[src/rtl/ring_pkg.sv]
// Shared definitions for the ring network node: packet geometry, header field
// positions and the processor-visible NIC register map.
package ring_pkg;

  localparam int unsigned PKT_W   = 64;  // packet width in bits
  localparam int unsigned VC_BIT  = 63;  // virtual channel select (0=even, 1=odd)
  localparam int unsigned DIR_BIT = 30;  // routing direction (router use only)
  localparam int unsigned HOP_MSB = 25;  // hop count field (router use only)
  localparam int unsigned HOP_LSB = 18;

  // NIC register map
  localparam logic [1:0] NIC_RX_DATA = 2'b00;
  localparam logic [1:0] NIC_RX_STAT = 2'b01;
  localparam logic [1:0] NIC_TX_DATA = 2'b10;
  localparam logic [1:0] NIC_TX_STAT = 2'b11;

  typedef enum logic {
    BufEmpty,
    BufFull
  } buf_state_e;

endpackage

[src/rtl/nic_chan_buf.sv]
// Single-entry packet buffer with a full flag, used for both NIC channels.
// Ports:
//   clk_i     clock
//   rst_i     asynchronous active-high reset (buffer and flag cleared)
//   load_i    capture data_i; ignored while full
//   unload_i  release the entry; ignored while empty
//   data_i    packet to capture
//   data_o    buffered packet (stale contents remain visible after unload)
//   full_o    entry valid
module nic_chan_buf
  import ring_pkg::*;
#(
  parameter int unsigned Width = PKT_W
) (
  input  logic             clk_i,
  input  logic             rst_i,
  input  logic             load_i,
  input  logic             unload_i,
  input  logic [Width-1:0] data_i,
  output logic [Width-1:0] data_o,
  output logic             full_o
);

  buf_state_e       state_q, state_d;
  logic [Width-1:0] data_q, data_d;

  always_ff @(posedge clk_i or posedge rst_i) begin
    if (rst_i) begin
      state_q <= BufEmpty;
      data_q  <= '0;
    end else begin
      state_q <= state_d;
      data_q  <= data_d;
    end
  end

  // Full state is sampled before the edge: a load arriving in the same cycle
  // as an unload is dropped, not chained into the freed slot.
  always_comb begin
    state_d = state_q;
    data_d  = data_q;
    unique case (state_q)
      BufEmpty: begin
        if (load_i) begin
          data_d  = data_i;
          state_d = BufFull;
        end
      end
      BufFull: begin
        if (unload_i) begin
          state_d = BufEmpty;
        end
      end
      default: state_d = BufEmpty;
    endcase
  end

  assign data_o = data_q;
  assign full_o = (state_q == BufFull);

endmodule

[src/rtl/ring_nic.sv]
// Processor-side network interface for one ring node (far end of the router
// PE port). Injects processor packets into the router and ejects router
// packets to the processor through a 4-word register map:
//   00 RX data (R)   01 RX status (R) {63'b0,in_full}
//   10 TX data (W)   11 TX status (R) {63'b0,out_full}
// Ports:
//   clk, reset             clock; asynchronous active-high reset
//   addr, din, dout        processor register access (dout is combinational)
//   nic_en, nic_wr_en      access strobe and write select
//   net_polarity           router cycle polarity (0=even, 1=odd)
//   net_do/net_so/net_ro   packet, send and ready toward the router
//   net_di/net_si/net_ri   packet, send and ready from the router
//   tx_count, rx_count     completed-transfer counters (RING_NIC_STATS_EN only)
// Optional feature: define RING_NIC_STATS_EN to add the transfer counters.
module ring_nic
  import ring_pkg::*;
(
  input  logic             clk,
  input  logic             reset,
  input  logic [1:0]       addr,
  input  logic [PKT_W-1:0] din,
  output logic [PKT_W-1:0] dout,
  input  logic             nic_en,
  input  logic             nic_wr_en,
  input  logic             net_polarity,
  output logic [PKT_W-1:0] net_do,
  output logic             net_so,
  input  logic             net_ro,
  input  logic [PKT_W-1:0] net_di,
  input  logic             net_si,
  output logic             net_ri
`ifdef RING_NIC_STATS_EN
  ,
  output logic [15:0]      tx_count,
  output logic [15:0]      rx_count
`endif
);

  logic             rd_en, wr_en;
  logic             tx_load, rx_load, rx_unload;
  logic             out_full, in_full;
  logic [PKT_W-1:0] out_buf, in_buf;

  assign rd_en = nic_en & ~nic_wr_en;
  assign wr_en = nic_en & nic_wr_en;

  // TX channel
  assign tx_load = wr_en & (addr == NIC_TX_DATA);

  nic_chan_buf #(
    .Width (PKT_W)
  ) u_tx_buf (
    .clk_i    (clk),
    .rst_i    (reset),
    .load_i   (tx_load),
    .unload_i (net_so),
    .data_i   (din),
    .data_o   (out_buf),
    .full_o   (out_full)
  );

  // A packet may only leave in the router cycle matching its virtual channel.
  // Derived from the buffer flag so it drops as soon as reset clears it.
  assign net_so = out_full & net_ro & (net_polarity == out_buf[VC_BIT]);
  assign net_do = out_buf;

  // RX channel
  assign net_ri    = ~in_full;
  assign rx_load   = net_si & net_ri;
  assign rx_unload = rd_en & (addr == NIC_RX_DATA) & in_full;

  nic_chan_buf #(
    .Width (PKT_W)
  ) u_rx_buf (
    .clk_i    (clk),
    .rst_i    (reset),
    .load_i   (rx_load),
    .unload_i (rx_unload),
    .data_i   (net_di),
    .data_o   (in_buf),
    .full_o   (in_full)
  );

  // Register read mux
  always_comb begin
    dout = '0;
    if (rd_en) begin
      unique case (addr)
        NIC_RX_DATA: dout = in_buf;
        NIC_RX_STAT: dout = {{(PKT_W-1){1'b0}}, in_full};
        NIC_TX_DATA: dout = '0;
        NIC_TX_STAT: dout = {{(PKT_W-1){1'b0}}, out_full};
        default:     dout = '0;
      endcase
    end
  end

`ifdef RING_NIC_STATS_EN
  logic [15:0] tx_count_q, tx_count_d;
  logic [15:0] rx_count_q, rx_count_d;

  always_ff @(posedge clk or posedge reset) begin
    if (reset) begin
      tx_count_q <= '0;
      rx_count_q <= '0;
    end else begin
      tx_count_q <= tx_count_d;
      rx_count_q <= rx_count_d;
    end
  end

  // Counters wrap naturally at 16 bits.
  always_comb begin
    tx_count_d = tx_count_q;
    rx_count_d = rx_count_q;
    if (net_so)  tx_count_d = tx_count_q + 16'd1;
    if (rx_load) rx_count_d = rx_count_q + 16'd1;
  end

  assign tx_count = tx_count_q;
  assign rx_count = rx_count_q;
`endif

endmodule

[config.mk]
export PLATFORM = sky130hd
export DESIGN_NAME = ring_nic
export DESIGN_NICKNAME = d
export VERILOG_FILES = /design/src/rtl/ring_pkg.sv /design/src/rtl/nic_chan_buf.sv /design/src/rtl/ring_nic.sv
export SDC_FILE = /design/constraint.sdc
export NUM_CORES = 1
export LEC_CHECK = 0
export BUFFER_PORTS_ARGS = -buffer_cell sky130_fd_sc_hd__buf_2
export CORE_AREA = 5 5 115 117
export CTS_CLUSTER_DIAMETER = 80
export DETAILED_ROUTE_END_ITERATION = 12
export DIE_AREA = 0 0 120 122
export PLACE_DENSITY = 0.85
export SLEW_MARGIN = 20
export SYNTH_ARGS = -nofsm -noshare
export SYNTH_HDL_FRONTEND = slang
export SYNTH_HIERARCHICAL = 1
export SYNTH_SLANG_ARGS = --single-unit
export TNS_END_PERCENT = 10
[constraint.sdc]
create_clock -name clk -period 3.84 [get_ports clk]
set_input_delay 0.384 -clock clk [delete_from_list [all_inputs] [get_ports clk]]
set_output_delay 0.384 -clock clk [all_outputs]
set_load 0.05 [all_outputs]
# Word level (Yosys, flattened, before mapping)
# Cells that the tools add are included.
word_totals:
  word_cells: 30
  regBits: 130
  inputBits: 137
classes:
  eq_ne: 4
  n_reduce_logical: 3
  n_mux: 8
  n_bitwise: 11
op_table:
  columns: ["cell", "n"]
  rows:
  - ["case mux 64 bit (4 select lines)", 1]
  - ["2-to-1 mux 64 bit", 1]
  - ["AND 1 bit", 8]
  - ["== test 2 bit, second input constant", 2]
  - ["2-to-1 mux 1 bit", 4]
  - ["case mux 1 bit (2 select lines)", 2]
  - ["AND reduction 2 bit", 2]
  - ["inverter 1 bit", 3]
  - ["== test 2 x 1 -> 1 bit, second input constant", 1]
  - ["zero test 2 bit", 1]
  - ["== test 1 bit", 1]

# Logic depth before layout (Yosys ltp)
# Gate-level depths: netlist of run 1.
logic_depth:
  word_depth: 6
  depth_mapped: 6
  mapped_depth_nobuf: 4

# Modules after synthesis
# Netlist of run 1, hierarchy kept.
by_module_without_submodules:
  columns: ["module", "area_each_um2", "cells_per_inst", "seq_area_each_um2", "instances"]
  rows:
  - ["nic_chan_buf", 2733.9, 140, 1626.6, 2]
  - ["ring_nic", 588.1, 82, 0.0, 1]

# Worst setup path before layout of run 1
# OpenSTA, ideal clock, no wires.
synth_timing:
  path_kind: "flip-flop to output port"
  from: "register u_rx_buf.state_q (netlist: u_rx_buf/full_o)"
  to: "output port dout[0]"
  required_time_ns: 3.456
  arrival_ns: 2.986
  path_stages_with_launch: 3
  setup_slack_ns: 0.470
  n_path_buf: 0
  path_cell_list: "dfrtp_1 -> mux2i_1 -> a2111oi_0"
synth_between:
  elab_chain_len: 2
synth_lines:
  columns: ["item", "line_no", "rtl"]
  rows:
  - ["start: declaration", "nic_chan_buf.sv:24", "buf_state_e state_q, state_d;"]
  - ["start signal: assignment", "nic_chan_buf.sv:29", "state_q <= BufEmpty;"]
  - ["start signal: assignment", "nic_chan_buf.sv:32", "state_q <= state_d;"]
  - ["case mux 64 bit (4 select lines)", "ring_nic.sv:88", "unique case (addr)"]
  - ["2-to-1 mux 64 bit", "ring_nic.sv:87", "if (rd_en) begin"]
  - ["end: declaration", "ring_nic.sv:22", "output logic [PKT_W-1:0] dout,"]
# Every way passes these cells.

# Final worst setup path of run 1
# Same ends and word-level chain as after synthesis.

==> impl_metrics.tcl, run 1 <==
set metrics [dict create \
    fp.dieArea_um2 14600 \
    rows 41 \
    core_um2 12300 \
    place_hpwl_um 10500 \
    min_path_type "input port to async pin" \
    syn-cell-area_um2 6060 \
    finalHoldViolCount 0 \
    synthAdderAreaFrac_pct 0 \
    die_x_um 120 \
    htreeDepth 4 \
    r2r_start "u_rx_buf/full_o" \
    vias 3874 \
    root_buffer "clkbuf_16" \
    synthSimpleGateAreaFrac_pct 8.86 \
    track_usage_pct 19.7 \
    worst_slew_pin_slew_ns 0.824 \
    grt_pass1_wl_um 22400 \
    fillers 869 \
    gp_congestion 0.807 \
    cts_buffer_depth 2 \
    end_kind "output port" \
    reg2reg_to "u_rx_buf/data_o[24]" \
    arrival_ns 1.87 \
    ys_seq_area_share_pct 53.7 \
    yosys.area_share.xor_xnor_pct 0.145 \
    initialDrtViolationCount 210 \
    start_util_pct 49.4 \
    drc 0 \
    period_share_pct 58.7 \
    synthDistinctLibCells 20 \
    final_common_cell "buf_2" \
    cts_tree "built" \
    synthesis.nets 499 \
    grt_start_max_net_pins 63 \
    crit_path_start_kind "register" \
    p_per_area_nw_per_um2 907 \
    clk_pin_slew_worst_paths_ns 0.06 \
    worstPathRequired_ns 3.46 \
    port_buffers 266 \
    vdd_drop_max_mv 0.400 \
    finish.net_count 770 \
    synth_top_family_by_area "multiplexers" \
    ys_seq_elements 130 \
    final_cell_mix "buf_2 (266), dfrtp_1 (130), mux2_4 (120), and2_2 (53), clkbuf_16 (17)" \
    maxCapViolCount 0 \
    clock_skew_ns 0.0104 \
    cp_slowest_cell "dfrtp_1" \
    vias_per_cell 4.87 \
    ys_warn_count 6 \
    crit_type "register to output port" \
    syn_to_final_growth_pct 31.2 \
    p_seq_share_pct 34.2 \
    path_cells "mux2i_1, a2111oi_0, buf_2" \
    drt-wirelength-per-cell_um 18.3 \
    slew_viol_final 0 \
    synth_compound_area_share_pct 0.434 \
    reg2regPathDepth 4 \
    static-leakage-power_nw 4.22 \
    max-slew-margin-rel_pct 45.0 \
    r2r_slack_ns 1.67 \
    dieHeight_um 122 \
    first_pass_iters 6 \
    numCtsBuffers 17 \
    swShare_pct 39.6 \
    postRouteAntennaNets 0 \
    outcome "finished clean" \
    cts_resized 0 \
    setup_viol_count_final 0 \
    hold_buffers 0 \
    avgSynthCellArea_um2 16.7 \
    cts_setup_buffers 0 \
    ff_latch_area_um2 3250 \
    syn_inst 362 \
    min_period_ns 2.25 \
    antenna_cells 0 \
    drive_gt1_share_pct 75.2 \
    pwr-share-comb_pct 43.4 \
    rsz0062_at_grt "false" \
    multi_input_area_um2 2480 \
    fmax_ghz 0.444 \
    wl_um 14500 \
    p_clk_share_pct 22.5 \
    cts_sinks 130 \
    p_int_mw 4.35 \
    synth_mux_area_share_pct 31.4 \
    worstPathMaxFanout 7 \
    p_sw_mw 2.85 \
    whs_ns 0.0786 \
    clkLatencyLatePin_ns 0.41 \
    ioPinCount 267 \
    setup_tns_ns 0 \
    antenna_found_initial 0 \
    grt_overflow_total 0 \
    grt_pass1_vias 4358 \
    critPathMaxStageDelay_ns 0.50 \
]
sequential cells by signal, indices dropped and copies added (netlist names):
signal           cells
u_tx_buf/full_o      1
u_rx_buf/data_o     64
u_tx_buf/data_o     64
u_rx_buf/full_o      1
through the flow:
stage               power, mW  cell area, um2  worst slack [ns]  util [%]  cells
global route             7.49            7940              1.45      64.8    796
finish                   7.20            7940              1.59      64.8    796
floorplan                4.88            6060             0.470         -    362
detailed placement       5.58            7340              1.46      59.9    764
global placement         5.49            7340              1.48      59.9    764
CTS                      7.26            7940              1.51      64.8    796
critical path, delay by kind of cell, from the launching register on:
kind | cells | cell delay (ns)
buffers and inverters | 1 | 0.36
AOI/OAI and AO/OA | 1 | 0.47
muxes | 1 | 0.13
DFF | 1 | 0.50
power by group through the flow:
| stage | Clock [mW] | Combinational (mW) | Sequential, mW |
|---|---|---|---|
| finish | 1.62 | 3.12 | 2.46 |
| CTS | 1.65 | 3.15 | 2.46 |
| global placement | 0 | 3.06 | 2.43 |
| global route | 1.71 | 3.24 | 2.54 |
| detailed placement | 0 | 3.13 | 2.45 |
| floorplan | 0 | 1.31 | 3.57 |
synthesized netlist by cell type:
cell / count / area, um2
nor4b_4: 1 / 23.8
nor3_1: 1 / 5.00
mux2_2: 8 / 90.1
and2_1: 11 / 68.8
mux2_4: 120 / 1800
buf_12: 14 / 280
nor2b_2: 2 / 17.5
a21boi_0: 1 / 7.51
nor2b_1: 1 / 6.26
a2111oi_0: 1 / 8.76
a21oi_1: 2 / 10.0
mux2i_1: 1 / 10.0
and3_1: 1 / 6.26
nor2_1: 2 / 7.51
and2_2: 53 / 398
dfrtp_1: 130 / 3250
inv_1: 5 / 18.8
clkbuf_2: 6 / 30.0
nand2_1: 1 / 3.75
xnor2_1: 1 / 8.76
cell families after synthesis:
kind of cell,count (synthesis)
compound gates,4
xor+xnor,1
buf+inv,25
flops,130
mux,129
simple gates,73
how the worst max path moves through the flow:
stage | startpoint | end | slack [ns] | cells past startpoint
final | u_rx_buf/full_o | dout[0] | 1.59 | 3
after global routing | u_rx_buf/full_o | dout[0] | 1.45 | 3
after CTS | u_rx_buf/full_o | dout[0] | 1.51 | 3
after detailed placement | addr[0] | u_tx_buf/data_o[22] | 1.46 | 5
after global placement | addr[1] | u_tx_buf/data_o[23] | 1.48 | 6
after floorplan | u_rx_buf/full_o | dout[0] | 0.47 | 2
final cells by class:
class	instances	share of cell area (%)
clock buffers	23	5.89
clock inverters	9	1.64
inverters	5	0.236
multi-input cells	207	31.3
flip-flops and latches	130	41.0
well taps	150	2.36
repair buffers	272	17.6
layer usage:
| layer | vias to the layer above | routed length (um) | track usage [%] |
|---|---|---|---|
| met5 | - | 0 | 0 |
| met4 | 0 | 224 | 6.51 |
| met3 | 20 | 1370 | 7.85 |
| met2 | 190 | 6960 | 32.1 |
| met1 | 1897 | 5990 | 24.0 |
| li1 | 1767 | - | - |
(Power assumes the default switching activity.)
==> inputs of run 2 (changes only) <==
--- a/config.mk
+++ b/config.mk
@@ -6,11 +6,11 @@
 export NUM_CORES = 1
 export LEC_CHECK = 0
 export BUFFER_PORTS_ARGS = -buffer_cell sky130_fd_sc_hd__buf_2
-export CORE_AREA = 5 5 115 117
+export CORE_AREA = 5 5 119 121
 export CTS_CLUSTER_DIAMETER = 80
 export DETAILED_ROUTE_END_ITERATION = 12
-export DIE_AREA = 0 0 120 122
-export PLACE_DENSITY = 0.85
+export DIE_AREA = 0 0 124 126
+export PLACE_DENSITY = 0.8
 export SLEW_MARGIN = 20
 export SYNTH_ARGS = -nofsm -noshare
 export SYNTH_HDL_FRONTEND = slang
==> constraint.sdc (replaced) <==
create_clock -name clk -period 2.3 [get_ports clk]
set_input_delay 0.23 -clock clk [delete_from_list [all_inputs] [get_ports clk]]
set_output_delay 0.23 -clock clk [all_outputs]
set_load 0.05 [all_outputs]
==> run 2 against run 1 <==
Effect of this change:
- register-to-register slack worse by 1.2 ns
- via count down 0.44%
- non-clock buffer count rose by 11
- critical endpoint unchanged
- wire length decreased by 1.2%
- die area is 6.7% higher
- critical path type unchanged
==> impl_metrics.tcl, run 2 (synthesis results as in run 1) <==
set metrics [dict create \
    dr.max_layer_used "met4" \
    vias_per_cell 4.63 \
    whs_ns 0.0485 \
    post-route-util_pct 62.8 \
    cts_buffer_depth 2 \
    fin_cells 833 \
    clkLatencyLatePin_ns 0.41 \
    grt_overflow_total 0 \
    fp.dieArea_um2 15600 \
    static-leakage-power_nw 4.30 \
    numCtsBuffers 17 \
    min_period_ns 1.94 \
    rows 42 \
    worstPathRequired_ns 2.07 \
    crit_type "register to output port" \
    initialDrtViolationCount 213 \
    setup_viol_count_final 0 \
    crit_path_start_kind "register" \
    postRouteAntennaNets 0 \
    p_per_area_nw_per_um2 1500 \
    hold_buffers 1 \
    core_um2 13000 \
    track_usage_pct 18.3 \
    max-slew-margin-rel_pct 68.8 \
    cts_resized 0 \
    wl_met3_um 1680 \
    p_sw_mw 4.80 \
    die_x_um 124 \
    cts_tree "built" \
    port_buffers 266 \
    vias 3857 \
    antenna_cells 0 \
    vdd_drop_max_mv 0.585 \
    m1WireLength_um 5880 \
    setup_ws_ns 0.358 \
    pwr-share-comb_pct 42.9 \
    ioPinCount 267 \
    cts_sinks 130 \
    final_common_cell "buf_2" \
    start_util_pct 46.7 \
    dieHeight_um 126 \
    grt_pass1_vias 4283 \
    startpoint "u_rx_buf/full_o" \
    final_cell_mix "buf_2 (266), dfrtp_1 (130), mux2_4 (120), and2_2 (53), clkbuf_16 (17)" \
    worst_slew_pin_slew_ns 0.467 \
    arrival_ns 1.71 \
    htreeDepth 4 \
    finalHoldViolCount 0 \
    maxCapViolCount 0 \
    gp_congestion 0.740 \
    design_area_um2 8160 \
    place_hpwl_um 10500 \
    outcome "finished clean" \
    rsz0062_at_grt "false" \
    p_int_mw 7.40 \
    end_kind "output port" \
    drc 0 \
    finish.net_count 781 \
    drive_gt1_share_pct 76.1 \
    p_seq_share_pct 33.5 \
    pre_cts_slack_ns 0.433 \
    swShare_pct 39.3 \
    finalPower_mw 12.2 \
    place_inst 800 \
    grt_start_max_net_pins 66 \
    worstHoldStart "net_di[61]" \
    slew_viol_final 0 \
    cts_setup_buffers 0 \
    place_area_um2 7510 \
    fmax_ghz 0.515 \
    r2r_start "u_rx_buf/full_o" \
    wl_met2_um 6560 \
    worstPathMaxFanout 7 \
    wl_um 14400 \
    first_pass_iters 6 \
    period_share_pct 84.4 \
    p_clk_share_pct 23.5 \
    root_buffer "clkbuf_16" \
    syn_to_final_growth_pct 34.7 \
    setup_tns_ns 0 \
    grt_pass1_wl_um 22200 \
    min_path_type "input port to register" \
    drt-wirelength-per-cell_um 17.2 \
    clock_skew_ns 0.00875 \
    clk_pin_slew_worst_paths_ns 0.06 \
    antenna_found_initial 0 \
]
-- run 2: cell count changes in the layout (fill, tap and decap cells not counted) --
cell / previous run / this run
a2111oi_0: 1 / 0
a2111oi_2: 0 / 1
buf_12: 2 / 6
buf_4: 4 / 10
bufinv_16: 3 / 4
clkbuf_1: 4 / 1
clkinv_2: 3 / 2
clkinv_4: 2 / 3
clkinvlp_4: 1 / 2
dlygate4sd3_1: 0 / 1
inv_6: 0 / 1
-- run 2: worst paths after layout --
kind | depth (start not counted) | slack (ns) | to
max | 3 | 0.36 | dout[0]
min | 2 | 0.05 | u_rx_buf/data_o[61]
max reg2reg | 4 | 0.46 | u_rx_buf/data_o[4]
min reg2reg | 1 | 0.50 | u_rx_buf/data_o[43]
max in group asynchronous | 4 | 1.54 | u_rx_buf/data_o[51]
min in group asynchronous | 4 | 0.46 | u_rx_buf/data_o[62]
-- run 2: layout make-up --
cell class	count	area [um2]
Fill cell	970	4820
Tap cell	176	220
Multi-Input combinational cell	207	2490
Clock inverter	12	180
Inverter	5	18.8
Timing Repair Buffer	283	1540
Sequential cell	130	3250
Clock buffer	20	457
-- run 2: critical path, stage by stage (launching register included) --
cell and delay (ns):
dfrtp_1 0.48, mux2i_1 0.16, a2111oi_2 0.36, buf_2 0.32
-- run 2: power by group through the flow --
| stage | logic (mW) | registers (mW) | clock network [mW] |
|---|---|---|---|
| floorplan | 2.19 | 5.96 | 0 |
| global placement | 5.14 | 4.06 | 0 |
| detailed placement | 5.26 | 4.10 | 0 |
| CTS | 5.28 | 4.11 | 2.93 |
| global route | 5.46 | 4.24 | 3.04 |
| finish | 5.24 | 4.09 | 2.87 |
-- run 2: metal layers --
layer,global-route usage (%),vias to the layer above
li1,-,1800
met1,22.2,1844
met2,29.0,193
met3,7.44,20
met4,7.09,0
met5,0,-
